## config.mk

```make
export PLATFORM = sky130hd
export DESIGN_NAME = led7seg_74hc595_frame_capture
export DESIGN_NICKNAME = d
export VERILOG_FILES = /design/src/rtl/led7seg_74hc595_frame_capture.sv
export SDC_FILE = /design/constraint.sdc
export NUM_CORES = 1
export LEC_CHECK = 0
export ABC_AREA = 1
export BUFFER_PORTS_ARGS = -buffer_cell sky130_fd_sc_hd__buf_2
export CAP_MARGIN = 20
export CORE_ASPECT_RATIO = 0.6
export CORE_UTILIZATION = 30
export DETAILED_ROUTE_END_ITERATION = 16
export SYNTH_ARGS = -nofsm -noshare
export SYNTH_HDL_FRONTEND = slang
export SYNTH_SLANG_ARGS = --single-unit
```

## constraint.sdc

```tcl
create_clock -name clk -period 11.11 [get_ports clk]
set_clock_uncertainty 0.2 [all_clocks]
set_input_delay 2.222 -clock clk [delete_from_list [all_inputs] [get_ports clk]]
set_output_delay 2.222 -clock clk [all_outputs]
set_load 0.02 [all_outputs]
```

## src/rtl/led7seg_74hc595_frame_capture.sv

```systemverilog
// Oversamples the 74HC595 sclk/rclk/dio chain, deserializes each latched frame and rebuilds the display image.
// Optional segment-to-digit decode outputs (hex, dec_err) are enabled by defining SEG_DECODE_EN.
module led7seg_74hc595_frame_capture #(
   parameter int DIG_NUM = 8,
   parameter int SEG_NUM = 8,
   localparam int CHA_WIDTH = DIG_NUM + SEG_NUM,
   localparam int DAT_WIDTH = SEG_NUM * DIG_NUM
) (
   input  logic                 clk,
   input  logic                 rst,
   input  logic                 sclk_in,
   input  logic                 rclk_in,
   input  logic                 dio_in,
   output logic [DAT_WIDTH-1:0] dat,
   output logic                 dat_vld,
   output logic                 frm_err,
   output logic                 sel_err,
`ifdef SEG_DECODE_EN
   output logic [4*DIG_NUM-1:0] hex,
   output logic [DIG_NUM-1:0]   dec_err,
`endif
   output logic [15:0]          scan_cnt
);

   localparam int CNT_W = $clog2(CHA_WIDTH + 2);
   localparam int K_W   = (DIG_NUM > 1) ? $clog2(DIG_NUM) : 1;

   // [0],[1] synchronize; [2] holds the previous synchronized level for edge detection
   logic [2:0]           sclk_sr;
   logic [2:0]           rclk_sr;
   logic [1:0]           dio_sr;
   logic [CHA_WIDTH-1:0] shift_reg;
   logic [CNT_W-1:0]     bit_cnt;
   logic [DIG_NUM-1:0]   mask;
   logic [DAT_WIDTH-1:0] stage;

   logic                 sclk_rise;
   logic                 rclk_rise;
   logic [CHA_WIDTH-1:0] shift_nxt;
   logic [CNT_W-1:0]     cnt_nxt;
   logic [SEG_NUM-1:0]   seg;
   logic [DIG_NUM-1:0]   sel;
   logic                 cnt_ok;
   logic                 wr_en;
   logic [K_W-1:0]       wr_idx;
   logic                 mask_full;

   assign sclk_rise = sclk_sr[1] & ~sclk_sr[2];
   assign rclk_rise = rclk_sr[1] & ~rclk_sr[2];
   assign mask_full = &mask;

   // Latch sees the post-shift register so a coincident sclk edge is included in the frame
   always_comb begin
      shift_nxt = shift_reg;
      cnt_nxt   = bit_cnt;
      if (sclk_rise) begin
         shift_nxt = {shift_reg[CHA_WIDTH-2:0], dio_sr[1]};
         if (bit_cnt != CNT_W'(CHA_WIDTH + 1))
            cnt_nxt = bit_cnt + CNT_W'(1);
      end
      seg    = shift_nxt[CHA_WIDTH-1:DIG_NUM];
      sel    = shift_nxt[DIG_NUM-1:0];
      cnt_ok = (cnt_nxt == CNT_W'(CHA_WIDTH));
      wr_en  = rclk_rise && cnt_ok && $onehot(sel);
      wr_idx = '0;
      for (int i = 0; i < DIG_NUM; i++)
         if (sel[i]) wr_idx = K_W'(i);
   end

`ifdef SEG_DECODE_EN
   // Active-low {dp,g,f,e,d,c,b,a}; dp forced off before matching
   function automatic logic [4:0] dec7(input logic [SEG_NUM-1:0] s);
      case ({1'b1, s[6:0]})
         8'hC0:   dec7 = {1'b0, 4'h0};
         8'hF9:   dec7 = {1'b0, 4'h1};
         8'hA4:   dec7 = {1'b0, 4'h2};
         8'hB0:   dec7 = {1'b0, 4'h3};
         8'h99:   dec7 = {1'b0, 4'h4};
         8'h92:   dec7 = {1'b0, 4'h5};
         8'h82:   dec7 = {1'b0, 4'h6};
         8'hF8:   dec7 = {1'b0, 4'h7};
         8'h80:   dec7 = {1'b0, 4'h8};
         8'h90:   dec7 = {1'b0, 4'h9};
         default: dec7 = {1'b1, 4'hF};
      endcase
   endfunction
`endif

   always_ff @(posedge clk or posedge rst) begin
      if (rst) begin
         sclk_sr   <= '0;
         rclk_sr   <= '0;
         dio_sr    <= '0;
         shift_reg <= '0;
         bit_cnt   <= '0;
         mask      <= '0;
         stage     <= '0;
         dat       <= '0;
         dat_vld   <= 1'b0;
         frm_err   <= 1'b0;
         sel_err   <= 1'b0;
         scan_cnt  <= '0;
`ifdef SEG_DECODE_EN
         hex       <= '0;
         dec_err   <= '0;
`endif
      end else begin
         sclk_sr   <= {sclk_sr[1:0], sclk_in};
         rclk_sr   <= {rclk_sr[1:0], rclk_in};
         dio_sr    <= {dio_sr[0], dio_in};
         shift_reg <= shift_nxt;
         bit_cnt   <= rclk_rise ? '0 : cnt_nxt;
         frm_err   <= rclk_rise && !cnt_ok;
         sel_err   <= rclk_rise && cnt_ok && !$onehot(sel);
         dat_vld   <= mask_full;

         if (wr_en)
            stage[SEG_NUM*wr_idx +: SEG_NUM] <= seg;
         mask <= (mask_full ? '0 : mask) | (wr_en ? sel : '0);

         if (mask_full) begin
            dat      <= stage;
            scan_cnt <= scan_cnt + 16'd1;
`ifdef SEG_DECODE_EN
            for (int i = 0; i < DIG_NUM; i++)
               {dec_err[i], hex[4*i +: 4]} <= dec7(stage[SEG_NUM*i +: SEG_NUM]);
`endif
         end
      end
   end

endmodule

```

==> flow_summary.json <==
{
  "status": "completed",
  "fin_crit_ns": 5.70,
  "synthTopCellsByArea": "dfrtp_1, nand2_1, nand3_1, inv_1, nor2_1",
  "dieArea_um2": 27700,
  "rsz0062_at_grt": "false",
  "power.switching_uw": 413,
  "p_clk_frac": 0.413,
  "final_common_cell": "nand2_1",
  "path_max_fanout": 21,
  "min_path_type": "flip-flop to flip-flop",
  "total_power_uw": 1510,
  "via_per_inst": 4.52,
  "ys_seq_area_frac": 0.569,
  "hold_buffers": 0,
  "worstHoldStart": "rclk_sr[0]",
  "ys_types": 36,
  "hold_viol": 0,
  "synthesis.nets": 963,
  "layout.nets": 1043,
  "path_cells": "nand2_4, o21ai_0, fa_1, inv_1, fa_1, fa_1, inv_1, ha_1, inv_1, fa_1, nand2_1, a211oi_1, nand4_4, nor2_4, nand2_1, nand2_1, nand2_1",
  "cts_max_level": 4,
  "pre_cts_ws_ns": 5.44,
  "fill_cells": 2747,
  "antenna_cells": 0,
  "cts_resized": 0,
  "wl_mm": 20.1,
  "num_vias": 6321,
  "seq_power_share": 0.459,
  "clkLatencyLatePin_ns": 0.45,
  "crit_buf_inv": 3,
  "hpwl_mm": 14.2,
  "p_int_uw": 1090,
  "cts.sinks": 184,
  "syn_area_per_cell_um2": 8.56,
  "pwr_density_cell_nw_per_um2": 159,
  "ios": 88,
  "swShare": 0.274,
  "grt_pass1_vias": 6010,
  "ys.flop_type": "dfrtp_1",
  "worst_pin_slew_ns": 0.946,
  "critical_path.endpoint_type": "flip-flop",
  "clkTransAtPathRegs_ns": 0.07,
  "min_period_over_period": 0.513,
  "die_w_um": 214,
  "grt_max_degree": 110,
  "finalWeightedCongestion": 0.872,
  "slowest_stage": "dfrtp_1",
  "crit_start": "sclk_sr[1]",
  "grt_util_all_layers": 0.154,
  "synthToLayoutAreaGrowth_pct": 16.9,
  "grt_pass1_wl_mm": 33.1,
  "p_leak_uw": 0.00540,
  "rrSetupSlack_ns": 5.41,
  "worstSetupStartpointType": "flip-flop",
  "syn_area_um2": 8090,
  "setup_slack_ns": 5.41,
  "critical_path_class": "flip-flop to flip-flop",
  "path_delay_family": "adder cells",
  "layout-drive-gt1-share": 0.157,
  "synth-async-reset-ratio": 1.00,
  "top_regs": "dat x64, stage x64",
  "drc": 0,
  "setup_viol": 0,
  "postCtsSetupBuffers": 0,
  "slew_headroom": 0.370,
  "crit_arrival_ns": 5.83,
  "fmax_ghz": 0.175,
  "tritoncts": "built",
  "ir_worst_vdd_uv": 80.3,
  "whs_ns": 0.155,
  "yosys.area.top_type": "dfrtp_1",
  "dieHeight_um": 129,
  "setup_tns_ns": 0,
  "critical-path-max-stage-delay_ns": 0.58,
  "ys_ff_latch": 184,
  "synth_edf_count": 0,
  "numCtsBuffers": 17,
  "cap_violations": 0,
  "rows": 46,
  "required_ns": 11.24,
  "drt-pass1-iter-count": 7,
  "cts_buffer_depth": 2,
  "antenna_left": 0,
  "syn_inst": 946,
  "synth_top_area_frac": 0.569,
  "antenna_found_initial": 0,
  "finalMaxSlewViolations": 0,
  "root_buffer": "clkbuf_16",
  "grt_overflow": 0,
  "core-area_um2": 26500,
  "dr.first_iter.drc_count": 616,
  "synth_warnings": 0,
  "power_frac_comb": 0.127,
  "start_util": 0.306,
  "routedWlPerCell_um": 14.4,
  "r2r_start": "sclk_sr[1]",
  "mostFrequentLayoutCells": "nand2_1, dfrtp_1, buf_2, inv_1, nand3_1",
  "port_buffers": 87
}
[cell families (layout without fill, tap and decap cells)]
family,after synthesis,after routing,synth area share
XOR/XNOR,13,13,0.0141
AND/OR/NAND/NOR,589,589,0.312
adder cells (fa/ha/maj),12,12,0.0223
AO/OA/AOI/OAI,36,36,0.0250
buffers and inverters,112,203,0.0581
flip-flops,184,184,0.569
[per-layer routing]
layer  wire length (µm)  global-route usage  up-vias
li1                   -                   -     3079
met1              11300               0.250     3040
met2               7170               0.183      175
met3               1380              0.0462       27
met4                270              0.0521        0
met5                  0                   0        -
[power groups by stage]
stage | registers [µW] | clock network, µW | logic [µW]
2_1_floorplan | 702 | 0 | 146
3_3_place_gp | 704 | 0 | 184
3_5_place_dp | 704 | 0 | 187
4_1_cts | 692 | 640 | 188
5_1_grt | 693 | 666 | 218
6_report | 692 | 622 | 192
[final timing paths]
| path | depth (start not counted) | end |
|---|---|---|
| max in group asynchronous | 4 | stage[11] |
| hold / removal | 0 | rclk_sr[1] |
| setup / recovery | 17 | stage[63] |
| setup reg to reg | 17 | stage[63] |
| min in group asynchronous | 2 | dat[49] |
| hold reg to reg | 0 | rclk_sr[1] |
[through the flow]
stage          instance area (µm²)  utilization  instances
2_1_floorplan                 8090            -        946
3_3_place_gp                  8850        0.334       1366
3_5_place_dp                  8850        0.334       1366
4_1_cts                       9440        0.356       1396
5_1_grt                       9470        0.358       1397
6_report                      9470        0.358       1397
[cell type report]
class / count / area, µm² / area share
clock buffer: 18 / 439 / 0.0464
clock inverter: 12 / 151 / 0.0160
inverter: 82 / 313 / 0.0330
multi-input combinational: 650 / 3020 / 0.319
sequential: 184 / 4600 / 0.486
tap: 360 / 450 / 0.0476
timing repair buffer: 91 / 485 / 0.0513
[Yosys cell counts, types with 6 or more instances]
cell and n:
xor2_1 6, o22ai_1 6, nand2_1 422, o21ai_1 6, nor3_1 7, nand2_4 6, nor2_1 55, dfrtp_1 184
nand2_2 11, ha_1 8, inv_1 73, o21ai_0 16, nand3_1 68, xnor2_1 7, inv_2 7, clkbuf_1 19
Power figures use the tool's default switching activity.
